File: src/rtl/div_pkg.sv
// rtl/div_pkg.sv - shared state encoding, default width and counter sizing for the restoring divider
package div_pkg;

    typedef enum logic [1:0] {
        IDLE = 2'd0,
        RUN  = 2'd1,
        FIX  = 2'd2,
        DONE = 2'd3
    } state_e;

    localparam int DEFAULT_WIDTH = 8;

    function automatic int cnt_width(input int width);
        return $clog2(width + 1);
    endfunction

endpackage

File: src/rtl/cla_subtractor.sv
// rtl/cla_subtractor.sv - carry-look-ahead subtractor a + ~b + 1, borrow = ~carry_out
module cla_subtractor #(
    parameter int N = 9
) (
    input  logic [N-1:0] a,
    input  logic [N-1:0] b,
    output logic [N-1:0] diff,
    output logic         borrow
);

    localparam logic CIN = 1'b1;

    logic [N-1:0] g;
    logic [N-1:0] p;
    logic [N:0]   c;

    assign g = a & ~b;
    assign p = a ^ ~b;

    // Each carry is expanded as a flat generate/propagate sum, not a ripple chain.
    always_comb begin
        logic carry;
        logic prop;
        carry = 1'b0;
        prop  = 1'b1;
        c     = '0;
        c[0]  = CIN;
        for (int i = 0; i < N; i++) begin
            carry = 1'b0;
            prop  = 1'b1;
            for (int j = i; j >= 0; j--) begin
                carry = carry | (prop & g[j]);
                prop  = prop & p[j];
            end
            c[i+1] = carry | (prop & CIN);
        end
    end

    assign diff   = p ^ c[N-1:0];
    assign borrow = ~c[N];

endmodule

File: src/rtl/seq_restoring_divider.sv
// rtl/seq_restoring_divider.sv - one-bit-per-cycle restoring divider; SIGNED_DIV_EN adds signed mode
module seq_restoring_divider
    import div_pkg::*;
#(
    parameter int WIDTH = DEFAULT_WIDTH
) (
    input  logic             clk,
    input  logic             rst_n,
    input  logic             start,
`ifdef SIGNED_DIV_EN
    input  logic             div_signed,
`endif
    input  logic [WIDTH-1:0] dividend,
    input  logic [WIDTH-1:0] divisor,
    output logic             busy,
    output logic             done,
    output logic [WIDTH-1:0] quotient,
    output logic [WIDTH-1:0] remainder,
    output logic             div_by_zero
);

    localparam int CW = cnt_width(WIDTH);

    state_e           state_q, state_d;
    logic [CW-1:0]    cnt_q, cnt_d;
    logic [WIDTH-1:0] r_q, r_d;
    logic [WIDTH-1:0] q_q, q_d;
    logic [WIDTH-1:0] dvsr_q, dvsr_d;
    logic [WIDTH-1:0] quot_q, quot_d;
    logic [WIDTH-1:0] rem_q, rem_d;
    logic             dbz_q, dbz_d;

    logic [WIDTH-1:0] dvd_mag;
    logic [WIDTH-1:0] dvs_mag;
    logic [WIDTH:0]   t;
    logic [WIDTH:0]   diff;
    logic             borrow;
    logic             diff_msb_unused;
    logic [WIDTH-1:0] r_step;
    logic [WIDTH-1:0] q_step;

`ifdef SIGNED_DIV_EN
    logic neg_q_q, neg_q_d;
    logic neg_r_q, neg_r_d;
    logic dvd_neg;
    logic dvs_neg;

    // Signed operands run through the unsigned datapath as magnitudes; FIX restores signs.
    assign dvd_neg = div_signed & dividend[WIDTH-1];
    assign dvs_neg = div_signed & divisor[WIDTH-1];
    assign dvd_mag = dvd_neg ? -dividend : dividend;
    assign dvs_mag = dvs_neg ? -divisor  : divisor;
`else
    assign dvd_mag = dividend;
    assign dvs_mag = divisor;
`endif

    assign t = {r_q, q_q[WIDTH-1]};

    cla_subtractor #(
        .N(WIDTH + 1)
    ) u_sub (
        .a      (t),
        .b      ({1'b0, dvsr_q}),
        .diff   (diff),
        .borrow (borrow)
    );

    // A successful subtraction always leaves D below the divisor, so its top bit is zero.
    assign diff_msb_unused = diff[WIDTH];
    assign r_step = borrow ? t[WIDTH-1:0] : diff[WIDTH-1:0];
    assign q_step = {q_q[WIDTH-2:0], ~borrow};

    always_comb begin
        state_d = state_q;
        cnt_d   = cnt_q;
        r_d     = r_q;
        q_d     = q_q;
        dvsr_d  = dvsr_q;
        quot_d  = quot_q;
        rem_d   = rem_q;
        dbz_d   = dbz_q;
`ifdef SIGNED_DIV_EN
        neg_q_d = neg_q_q;
        neg_r_d = neg_r_q;
`endif
        unique case (state_q)
            IDLE: begin
                if (start) begin
                    dvsr_d = dvs_mag;
                    r_d    = '0;
                    q_d    = dvd_mag;
                    cnt_d  = '0;
`ifdef SIGNED_DIV_EN
                    neg_q_d = dvd_neg ^ dvs_neg;
                    neg_r_d = dvd_neg;
`endif
                    if (divisor == '0) begin
                        quot_d  = '1;
                        rem_d   = dividend;
                        dbz_d   = 1'b1;
                        state_d = DONE;
                    end else begin
                        state_d = RUN;
                    end
                end
            end
            RUN: begin
                r_d   = r_step;
                q_d   = q_step;
                cnt_d = cnt_q + 1'b1;
                if (cnt_q == CW'(WIDTH - 1)) begin
`ifdef SIGNED_DIV_EN
                    state_d = FIX;
`else
                    quot_d  = q_step;
                    rem_d   = r_step;
                    dbz_d   = 1'b0;
                    state_d = DONE;
`endif
                end
            end
`ifdef SIGNED_DIV_EN
            FIX: begin
                quot_d  = neg_q_q ? -q_q : q_q;
                rem_d   = neg_r_q ? -r_q : r_q;
                dbz_d   = 1'b0;
                state_d = DONE;
            end
`endif
            DONE: state_d = IDLE;
            default: state_d = IDLE;
        endcase
    end

    always_ff @(posedge clk or negedge rst_n) begin
        if (!rst_n) begin
            state_q <= IDLE;
            cnt_q   <= '0;
            r_q     <= '0;
            q_q     <= '0;
            dvsr_q  <= '0;
            quot_q  <= '0;
            rem_q   <= '0;
            dbz_q   <= 1'b0;
`ifdef SIGNED_DIV_EN
            neg_q_q <= 1'b0;
            neg_r_q <= 1'b0;
`endif
        end else begin
            state_q <= state_d;
            cnt_q   <= cnt_d;
            r_q     <= r_d;
            q_q     <= q_d;
            dvsr_q  <= dvsr_d;
            quot_q  <= quot_d;
            rem_q   <= rem_d;
            dbz_q   <= dbz_d;
`ifdef SIGNED_DIV_EN
            neg_q_q <= neg_q_d;
            neg_r_q <= neg_r_d;
`endif
        end
    end

    assign busy        = (state_q != IDLE);
    assign done        = (state_q == DONE);
    assign quotient    = quot_q;
    assign remainder   = rem_q;
    assign div_by_zero = dbz_q;

endmodule

File: config.mk
export PLATFORM = sky130hd
export DESIGN_NAME = seq_restoring_divider
export DESIGN_NICKNAME = d
export VERILOG_FILES = /design/src/rtl/div_pkg.sv /design/src/rtl/cla_subtractor.sv /design/src/rtl/seq_restoring_divider.sv
export SDC_FILE = /design/constraint.sdc
export NUM_CORES = 1
export LEC_CHECK = 0
export CORE_MARGIN = 1.5
export CORE_UTILIZATION = 30
export CTS_CLUSTER_DIAMETER = 30
export CTS_CLUSTER_SIZE = 25
export DETAILED_ROUTE_END_ITERATION = 8
export GPL_TIMING_DRIVEN = 0
export PLACE_DENSITY = 0.59
export SYNTH_ARGS = -nofsm -noshare
export SYNTH_HDL_FRONTEND = slang
export SYNTH_SLANG_ARGS = --single-unit
File: constraint.sdc
create_clock -name clk -period 1.9 [get_ports clk]
set_input_delay 0.38 -clock clk [delete_from_list [all_inputs] [get_ports clk]]
set_output_delay 0.38 -clock clk [all_outputs]
set_load 0.03 [all_outputs]
; ---- After elaboration in Yosys (flattened, before gate mapping)
; Index checks and enable logic that the tools add are counted.
[totals]
regBits = 47
latchBits = 0
ramBits = 0
mem_bits_ro = 0
output_inout_bits = 19
wordCells = 145
n_memories = 0
[classes]
add_sub_neg = 1
mul = 0
n_div = 0
magnitude_cmp = 0
eq_ne = 6
shift = 0
muxes = 23
bitwise = 99
n_reduce_logical = 8
[op_table]
columns = cell, n
row1 = 8-bit two-way mux, 9
row2 = 8-bit one-hot mux with 2 select lines, 4
row3 = 1-bit bitwise AND, 58
row4 = 1-bit OR, 37
row5 = 9-bit bitwise AND, 1
row6 = 8-bit NOT with 9-bit output, 1
row7 = 9-bit XOR, 1
row8 = 8-bit zero test, 1
row9 = 4-bit one-hot mux with 2 select lines, 1
row10 = 8-bit XOR, 1
row11 = 2-bit two-way mux, 3
row12 = 2-bit != test (second input constant), 3
row13 = 2-bit AND reduction, 3
row14 = 4-bit by 1-bit adder with 4-bit output (second input constant), 1
row15 = 4-bit by 3-bit == test with 1-bit output (second input constant), 1
row16 = 4-bit two-way mux, 1
row17 = 2-bit one-hot mux with 2 select lines, 1
row18 = 4-bit AND reduction, 1
row19 = 2-bit nonzero test, 2
row20 = 1-bit two-way mux, 3
row21 = 2-bit by 1-bit == test with 1-bit output (second input constant), 1
row22 = 2-bit == test (second input constant), 1
row23 = 2-bit zero test, 1
row24 = 1-bit one-hot mux with 2 select lines, 1

; ---- Depth between registers and ports, before layout
; Gate-level depths: netlist of run 1.
[logic_depth]
depth_word = 15
ltp_mapped = 8

; ---- Modules after synthesis
; A second synthesis of run 1 with hierarchy kept.
[unflattened]
hier_cells = 269
hier_area_um2 = 2558.7
[by_module_without_submodules]
columns = module, n_inst, cells_each, area_per_inst_um2, seq_area_each_um2
row1 = seq_restoring_divider, 1, 211, 2138.3, 1176.1
row2 = cla_subtractor, 1, 58, 420.4, 0.0

; ---- Worst setup path after synthesis of run 1
; Ideal clock, no wire load.
[synth_timing]
kind = register to register
startpoint = register r_q[6]
endpoint = register rem_q[0], in the netlist remainder[0]
setup_time_ps = 80
arrival_ps = 1912
required_time_ps = 1820
setup_slack_ps = -93
path_stages_with_launch = 8
synth_period_minus_slack_ps = 1993
cell_sequence = dfrtp_1 -> ha_1 -> a211oi_2 -> inv_1 -> o31a_1 -> buf_6 -> mux2_4 -> o211ai_2
[synth_via]
elab_chain_len = 14
elab_cells_between_ends = 30
cone_classes = mux (3) / bitwise (27)
[synth_rtl]
columns = element, line
row1 = start: declaration, seq_restoring_divider.sv:26  ; logic [WIDTH-1:0] r_q, r_d;
row2 = start signal: assignment, seq_restoring_divider.sv:153  ; r_q <= r_d;
row3 = 9-bit bitwise AND / 9-bit XOR (equally long branches), "cla_subtractor.sv:17, cla_subtractor.sv:18"
row4 = 1-bit bitwise AND (on tied branches), "cla_subtractor.sv:32, cla_subtractor.sv:33"
row5 = "1-bit OR, or another cell as far along (6 in a row)", cla_subtractor.sv:32  ; carry = carry | (prop & g[j]);
row6 = 1-bit OR / 1-bit bitwise AND (equally long branches), cla_subtractor.sv:32
row7 = 1-bit OR, cla_subtractor.sv:32
row8 = 1-bit OR *, cla_subtractor.sv:35  ; c[i+1] = carry | (prop & CIN);
row9 = 8-bit two-way mux *, seq_restoring_divider.sv:71  ; assign r_step = borrow ? t[WIDTH-1:0] : diff[WIDTH-1:0];
row10 = 8-bit two-way mux *, seq_restoring_divider.sv:112  ; if (cnt_q == CW'(WIDTH - 1)) begin
row11 = 8-bit one-hot mux with 2 select lines *, seq_restoring_divider.sv:87  ; unique case (state_q)
row12 = end signal: assignment, seq_restoring_divider.sv:157  ; rem_q <= rem_d;
row13 = end: declaration, seq_restoring_divider.sv:30  ; logic [WIDTH-1:0] rem_q, rem_d;
; Every way passes the cells marked *; elsewhere a longest branch is shown, timed or not. The select of a mux whose other input is x is not followed.
; A chain may end at the register's enable or synchronous reset.

; ---- Worst setup path in the final report of run 1
[layout_timing]
startpoint = register r_q[5]
endpoint = register rem_q[1], in the netlist remainder[1]
[layout_via]
elab_chain_len = 13
elab_cells_between_ends = 27
cone_classes = mux (3) / bitwise (24)
[layout_rtl]
columns = element, line
row1 = 9-bit bitwise AND / 9-bit XOR (equally long branches), "cla_subtractor.sv:17, cla_subtractor.sv:18"
row2 = 1-bit bitwise AND (on tied branches), "cla_subtractor.sv:32, cla_subtractor.sv:33"
row3 = "1-bit OR, or another cell as far along (5 in a row)", cla_subtractor.sv:32
row4 = 1-bit OR / 1-bit bitwise AND (equally long branches), cla_subtractor.sv:32
row5 = 1-bit OR, cla_subtractor.sv:32
row6 = 1-bit OR *, cla_subtractor.sv:35
row7 = 8-bit two-way mux *, seq_restoring_divider.sv:71
row8 = 8-bit two-way mux *, seq_restoring_divider.sv:112
row9 = 8-bit one-hot mux with 2 select lines *, seq_restoring_divider.sv:87
; Marked as above.

==> qor.csv, run 1 <==
stage,metric,value,unit
outcome,status,"finished, violations left",
outcome,failing checks,setup timing,
finish,share of cells above drive strength 1,23.2,%
drt,Starting DRT DRC Count,92,
sta,Final Cycle Share,105,%
drt,met2 wire length,3.15,mm
drt,routed len/inst,15.1,µm
synth,post-synthesis sequential area ratio,49.1,%
clocking,htree depth,2,
critical_path,Crit-path slowest cell,dfrtp_1,
critical_path,Worst setup EP type,flop,
grt,grt ovf,0,
die,Core ar.,7730,µm²
synth,Post-Synth Simple-Gate Area,18.4,%
grt,first-pass GRT wire length,10.4,mm
die,Chip Height,92.4,µm
synth,Yosys reg bits,47,
drt,drt pass-1 iters,4,
sta,relative slew slack,63.6,%
grt,Overall Global Routing Usage,15.6,%
critical_path,"most used cell, CP",buf_6,
sta,crit path time final,1.99,ns
critical_path,worst reg2reg startpoint,r_q[5],
clocking,clk sinks,47,
placement,GPL Wtd Cong,0.760,
clocking,CTS root buf,clkbuf_8,
clocking,Worst-path clk slew,0.09,ns
synth,main combinational cell family by area after synthesis,compound AO/OA/AOI/OAI gates,
clocking,"Clk Latency, worst-skew pair",0.30,ns
synth,Compound-Gate Fraction of Synth Area,18.7,%
placement,DP Wirelength,4.41,mm
die,Die W,92.4,µm
finish,diode count,0,
finish,Filler cells,765,
synth,post-synth net total,288,
synth,Netlist cell types,44,
flow_run,max-cap violations,0,
grt,largest net degree at the start of global routing,28,
synth,Synth Instances,259,
drt,Vias per Instance,4.94,
clocking,# hold bufs at CTS,0,
die,Initial Util,31.0,%
synth,mux share of post-synthesis cell area,3.13,%
sta,unrepaired setup endpoints after global routing,true,
critical_path,startpoint class of the critical path,flop,
drt,Routed met1 length,2.91,mm
drt,via count,2100,
sta,"Slew Viols, Final",0,
die,total die area,8540,µm²
critical_path,Crit Path Max Fanout,7,
min_path,Hold Path Class,input port to async pin,
drt,Post-DRT Antenna Nets,0,
sta,setup TNS,-0.332,ns
die,# IOs,38,
clocking,total CTS buffers,5,
drt,Top Metal Used,met4,
synth,Netlist Area Pre-Place,2400,µm²
synth,syn_area_per_cell,9.26,µm²
drt,metal3 WL,239,µm
sta,hold slack,0.0361,ns
critical_path,critical path type,flop to flop,
finish,nets@finish,351,
sta,setup ws final,-0.0917,ns
drt,drt drc,0,
critical_path,crit path launch,r_q[5],
die,row count,32,
drt,WL final,6.43,mm
finish,Area Overhead vs Synth,42.7,%
synth,Post-Synth XOR/XNOR Area,1.10,%
sta,max frequency,0.502,GHz
critical_path,family with the most delay on the worst path,compound AO/OA/AOI/OAI gates,
critical_path,crit-path max cell delay,0.44,ns
sta,Final Hold Fails,0,
grt,antenna violations before repair,0,
sta,"Setup violations, final",9,
critical_path,CP bufs+invs,3,
critical_path,data arrival time of the worst path,2.19,ns
synth,Synth warnings,0,
grt,vias in the first global route,2084,
critical_path,"Cell Chain, Critical Path","ha_4, a211oi_4, inv_1, o31a_1, buf_6, buf_6, mux2i_4, o22a_1",
placement,Port Buffers,37,
synth,Synth Area in Adders,5.22,%
clocking,clock buffer depth,2,
sta,Layout Skew,0.00633,ns
sta,Slew @ Worst Pin,0.545,ns
clocking,CTS tree,built,
critical_path,"Req. time, crit path",2.10,ns
cell usage in the layout, fill, tap and decap left out, types with 3 or more instances in the layout:
| cell | netlist | routed |
|---|---|---|
| ha_4 | 0 | 8 |
| dfrtp_2 | 0 | 3 |
| nand3_1 | 11 | 10 |
| inv_1 | 13 | 9 |
| clkdlybuf4s50_1 | 0 | 34 |
| mux2i_1 | 6 | 3 |
| inv_2 | 0 | 4 |
| buf_2 | 3 | 4 |
| a21oi_1 | 14 | 13 |
| and2_1 | 3 | 3 |
| buf_4 | 0 | 17 |
| dfrtp_1 | 47 | 44 |
| nand2_1 | 41 | 41 |
| clkbuf_8 | 0 | 6 |
| nor3_1 | 4 | 4 |
| clkbuf_2 | 0 | 3 |
| a31oi_1 | 6 | 4 |
| clkbuf_1 | 7 | 4 |
| nor2_1 | 21 | 21 |
| o21ai_0 | 25 | 25 |
| o22a_1 | 3 | 3 |
| a22oi_1 | 6 | 6 |
area by class of cell:
type                            count  area, µm²  area share (%)
Timing Repair Buffer               56        520            15.2
Inverter                           13       48.8            1.43
Clock inverter                      2       38.8            1.13
Multi-Input combinational cell    187       1360            39.7
Buffer                             12       66.3            1.94
Tap cell                          102        128            3.73
Sequential cell                    47       1180            34.5
Clock buffer                        6       82.6            2.41
per-stage QoR:
stage / util (%) / worst slack [ns] / instances / instance area, µm²
floorplan: - / 0.00739 / 259 / 2450
global placement: 38.1 / -0.936 / 398 / 2950
detailed placement: 38.3 / -0.600 / 399 / 2960
CTS: 42.3 / -0.0727 / 416 / 3270
global route: 44.3 / -0.170 / 425 / 3420
finish: 44.3 / -0.0917 / 425 / 3420
repair_timing:
item                                   CTS  global route
buffers inserted                         9             9
gates cloned                             0             0
pin swaps                               11            13
endpoints found under the hold margin    0             0
setup endpoints to repair               25            29
gates resized for setup                 25            22
cells by family (layout without fill, tap and decap cells):
family | count (synthesis) | after routing
AO/OA/AOI/OAI | 71 | 71
XOR/XNOR | 3 | 3
AND/OR/NAND/NOR | 96 | 96
flip-flops | 47 | 47
buffers and inverters | 25 | 89
adder cells (fa/ha/maj) | 10 | 10
multiplexers | 7 | 7
synth_stat cells (all sizes together):
| library cell | n | area share (%) |
|---|---|---|
| dfrtp | 47 | 49 |
| nand2 | 42 | 6.7 |
| o21ai | 25 | 5.2 |
| nor2 | 21 | 3.3 |
| a21oi | 15 | 3.3 |
| inv | 13 | 2.0 |
| nand3 | 11 | 2.3 |
| ha | 10 | 5.2 |
| clkbuf | 7 | 1.1 |
| a22oi | 6 | 1.9 |
| a31oi | 6 | 1.6 |
| mux2i | 6 | 2.5 |
| buf | 5 | 1.3 |
| nor3 | 4 | 0.84 |
| a211oi | 3 | 1.1 |
| and2 | 3 | 0.78 |
| nand2b | 3 | 0.78 |
| o211ai | 3 | 1.4 |
| o22a | 3 | 1.1 |
| a21o | 2 | 0.63 |
| nor2b | 2 | 0.52 |
| nor3b | 2 | 0.84 |
| nor4 | 2 | 0.52 |
| o2111ai | 2 | 0.73 |
| o21bai | 2 | 0.63 |
| o22ai | 2 | 0.52 |
| xnor2 | 2 | 0.73 |
| mux2 | 1 | 0.63 |
| nand3b | 1 | 0.31 |
| nand4 | 1 | 0.26 |
| nand4b | 1 | 0.37 |
| o31a | 1 | 0.37 |
| o31ai | 1 | 0.31 |
| or2 | 1 | 0.26 |
| or2b | 1 | 0.31 |
| or4 | 1 | 0.31 |
| xor2 | 1 | 0.37 |
final timing paths:
kind	endpoint	slack (ns)	cells after the start
max	remainder[1]	-0.09	8
min	quotient[5]	0.04	1
max reg2reg	remainder[1]	-0.09	8
min reg2reg	quotient[0]	0.50	1
max in group asynchronous	r_q[0]	1.32	2
min in group clk	quotient[0]	0.50	1
metal layers:
metal | vias up | track usage (%)
met2 | 48 | 25.5
met5 | - | 0
met4 | 0 | 3.72
met3 | 12 | 3.37
met1 | 1007 | 21.1
li1 | 1033 | -
flip-flops by register name, indices dropped and copies added (netlist names):
| register | count |
|---|---|
| div_by_zero | 1 |
| r_q | 8 |
| state_q | 2 |
| cnt_q | 4 |
| quotient | 8 |
| dvsr_q | 8 |
| remainder | 8 |
| q_q | 8 |
Power of run 1 is not shown: default switching activity piles up to over one toggle a cycle in this logic, so the estimate is an artifact.
==> run 2, diff against run 1 <==
--- a/config.mk
+++ b/config.mk
@@ -5,6 +5,7 @@
 export SDC_FILE = /design/constraint.sdc
 export NUM_CORES = 1
 export LEC_CHECK = 0
+export CORE_ASPECT_RATIO = 0.8
 export CORE_MARGIN = 1.5
 export CORE_UTILIZATION = 30
 export CTS_CLUSTER_DIAMETER = 30
==> run 2 against run 1 <==
Net effect: the flow finishes with violations (hold timing, setup timing); critical path type unchanged; non-clock buffer count up 2; clock skew is 0.0030 ns higher; largest cell class unchanged; critical path depth up 1; sequential share of layout area rose by 0.17 points; highest routed layer unchanged.
==> qor.csv, run 2 (synthesis results as in run 1) <==
stage,metric,value,unit,change
clocking,CTS tree,built,,unchanged
placement,GPL Wtd Cong,0.823,,was 0.760
finish,nets@finish,353,,was 351
critical_path,Crit-path slowest cell,dfrtp_1,,unchanged
critical_path,startpoint class of the critical path,flop,,unchanged
critical_path,"Cell Chain, Critical Path","inv_2, ha_4, o211ai_4, buf_4, buf_4, nand2_1, a211oi_1, mux2i_4, a31oi_1",,"was ha_4, a211oi_4, inv_1, o31a_1, buf_6, buf_6, mux2i_4, o22a_1"
sta,"Setup violations, final",13,,was 9
die,total die area,8540,µm²,about the same
die,# IOs,38,,unchanged
placement,Placed Cells,402,,was 399
finish,Area Overhead vs Synth,41.6,%,was 42.7%
sta,unrepaired setup endpoints after global routing,true,,unchanged
critical_path,"Req. time, crit path",2.14,ns,was 2.10 ns
die,Chip Height,83.0,µm,was 92.4 µm
grt,grt ovf,0,,unchanged
clocking,CTS root buf,clkbuf_8,,unchanged
drt,routed len/inst,15.3,µm,was 15.1 µm
clocking,Worst-path clk slew,0.09,ns,about the same
drt,Vias per Instance,5.03,,was 4.94
finish,Filler cells,748,,was 765
critical_path,worst reg2reg startpoint,q_q[7],,was r_q[5]
sta,Slew @ Worst Pin,0.571,ns,was 0.545 ns
sta,relative slew slack,61.9,%,was 63.6%
critical_path,Crit Path Max Fanout,4,,was 7
critical_path,crit path launch,q_q[7],,was r_q[5]
critical_path,data arrival time of the worst path,2.24,ns,was 2.19 ns
finish,"Core Util, Final",44.9,%,was 44.3%
outcome,status,"finished, violations left",,unchanged
die,Die W,103,µm,was 92.4 µm
finish,"most common cell after layout, fill and taps aside",dfrtp_1,,unchanged
flow_run,max-cap violations,0,,unchanged
drt,Post-DRT Antenna Nets,0,,unchanged
sta,Final Cycle Share,106,%,was 105%
finish,diode count,0,,unchanged
finish,share of cells above drive strength 1,21.5,%,was 23.2%
finish,final std cells w/o fill,430,,was 425
drt,via count,2163,,was 2100
finish,area of the multi-input gates,1310,µm²,was 1360 µm²
sta,Final Hold Fails,9,,was 0
die,Initial Util,31.7,%,was 31.0%
min_path,Hold Path Class,input port to async pin,,unchanged
clocking,total CTS buffers,5,,unchanged
critical_path,family with the most delay on the worst path,compound AO/OA/AOI/OAI gates,,unchanged
grt,first-pass GRT wire length,10.4,mm,about the same
drt,WL final,6.56,mm,was 6.43 mm
grt,Overall Global Routing Usage,15.6,%,about the same
grt,vias in the first global route,2093,,was 2084
clocking,# hold bufs at CTS,0,,unchanged
placement,Port Buffers,37,,unchanged
sta,"Slew Viols, Final",0,,unchanged
placement,Placed Area,2960,µm²,about the same
grt,antenna violations before repair,0,,unchanged
clocking,"Clk Latency, worst-skew pair",0.31,ns,was 0.30 ns
critical_path,crit-path max cell delay,0.40,ns,was 0.44 ns
sta,crit path time final,2.01,ns,was 1.99 ns
die,Core ar.,7570,µm²,was 7730 µm²
clocking,clock buffer depth,2,,unchanged
finish,FF/Latch Area,1180,µm²,about the same
critical_path,Worst setup EP type,flop,,unchanged
sta,max frequency,0.498,GHz,was 0.502 GHz
outcome,failing checks,"hold timing, setup timing",,was setup timing
grt,largest net degree at the start of global routing,33,,was 28
drt,drt pass-1 iters,4,,unchanged
critical_path,"most used cell, CP",buf_4,,was buf_6
finish,"commonest non-fill, non-tap cells in the layout","dfrtp_1 (47), nand2_1 (40), clkdlybuf4s50_1 (34)",,"was dfrtp_1 (44), nand2_1 (41), clkdlybuf4s50_1 (34)"
sta,setup ws final,-0.107,ns,was -0.0917 ns
sta,Layout Skew,0.00930,ns,was 0.00633 ns
critical_path,critical path type,flop to flop,,unchanged
drt,Starting DRT DRC Count,109,,was 92
die,row count,28,,was 32
finish,Layout Cell Area excl Fill,3390,µm²,was 3420 µm²
critical_path,CP bufs+invs,3,,unchanged
clocking,clk sinks,47,,unchanged
sta,hold slack,-0.00794,ns,was 0.0361 ns
placement,DP Wirelength,4.57,mm,was 4.41 mm
drt,drt drc,0,,unchanged
clocking,htree depth,2,,unchanged
## run 2: cell types whose count changed in the layout (fill, tap and decap cells not counted), moves of 2 or more
cell     delta
a31oi_1     +2
inv_1       +2
dfrtp_2     -3
a31oi_2     -2
inv_2       -2
ha_4        -2
o21ai_0     -2
dfrtp_1     +3
## run 2: through the flow
stage	worst slack [ns]	TNS, ns
floorplan	0.00739	0
global placement	-0.952	-55.34
detailed placement	-0.711	-11.53
CTS	-0.0785	-0.282
global route	-0.157	-1.76
finish	-0.107	-0.686
## run 2: per-layer routing
| layer | vias up | global-route usage, % | wire [µm] |
|---|---|---|---|
| met1 | 1070 | 22.3 | 3160 |
| li1 | 1042 | - | - |
| met3 | 13 | 3.37 | 233 |
| met2 | 38 | 23.7 | 3040 |
| met4 | 0 | 4.18 | 125 |
| met5 | - | 0 | 0 |
## run 2: final timing paths
kind,endpoint,slack [ns],depth (start not counted)
setup / recovery,remainder[2],-0.11,9
hold / removal,q_q[0],-0.008,1
setup reg to reg,remainder[2],-0.11,9
hold reg to reg,quotient[0],0.51,1
max in group asynchronous,remainder[0],1.41,2
min in group clk,quotient[0],0.51,1
## run 2: area by class of cell
class	instances	area share [%]
multi-input cells	187	38.6
well taps	105	3.87
plain buffers	12	1.92
clock inverters	2	1.03
inverters	13	1.44
clock buffers	6	2.43
repair buffers	58	16.1
flip-flops and latches	47	34.6
## run 2: what timing repair did
item / in CTS / in global routing
endpoints found under the setup margin: 26 / 23
gates resized for setup: 22 / 21
buffers inserted: 9 / 11
gates cloned: 0 / 0
pin swaps: 5 / 13
endpoints found under the hold margin: 0 / 0
Power of run 2 is left out for the same reason.
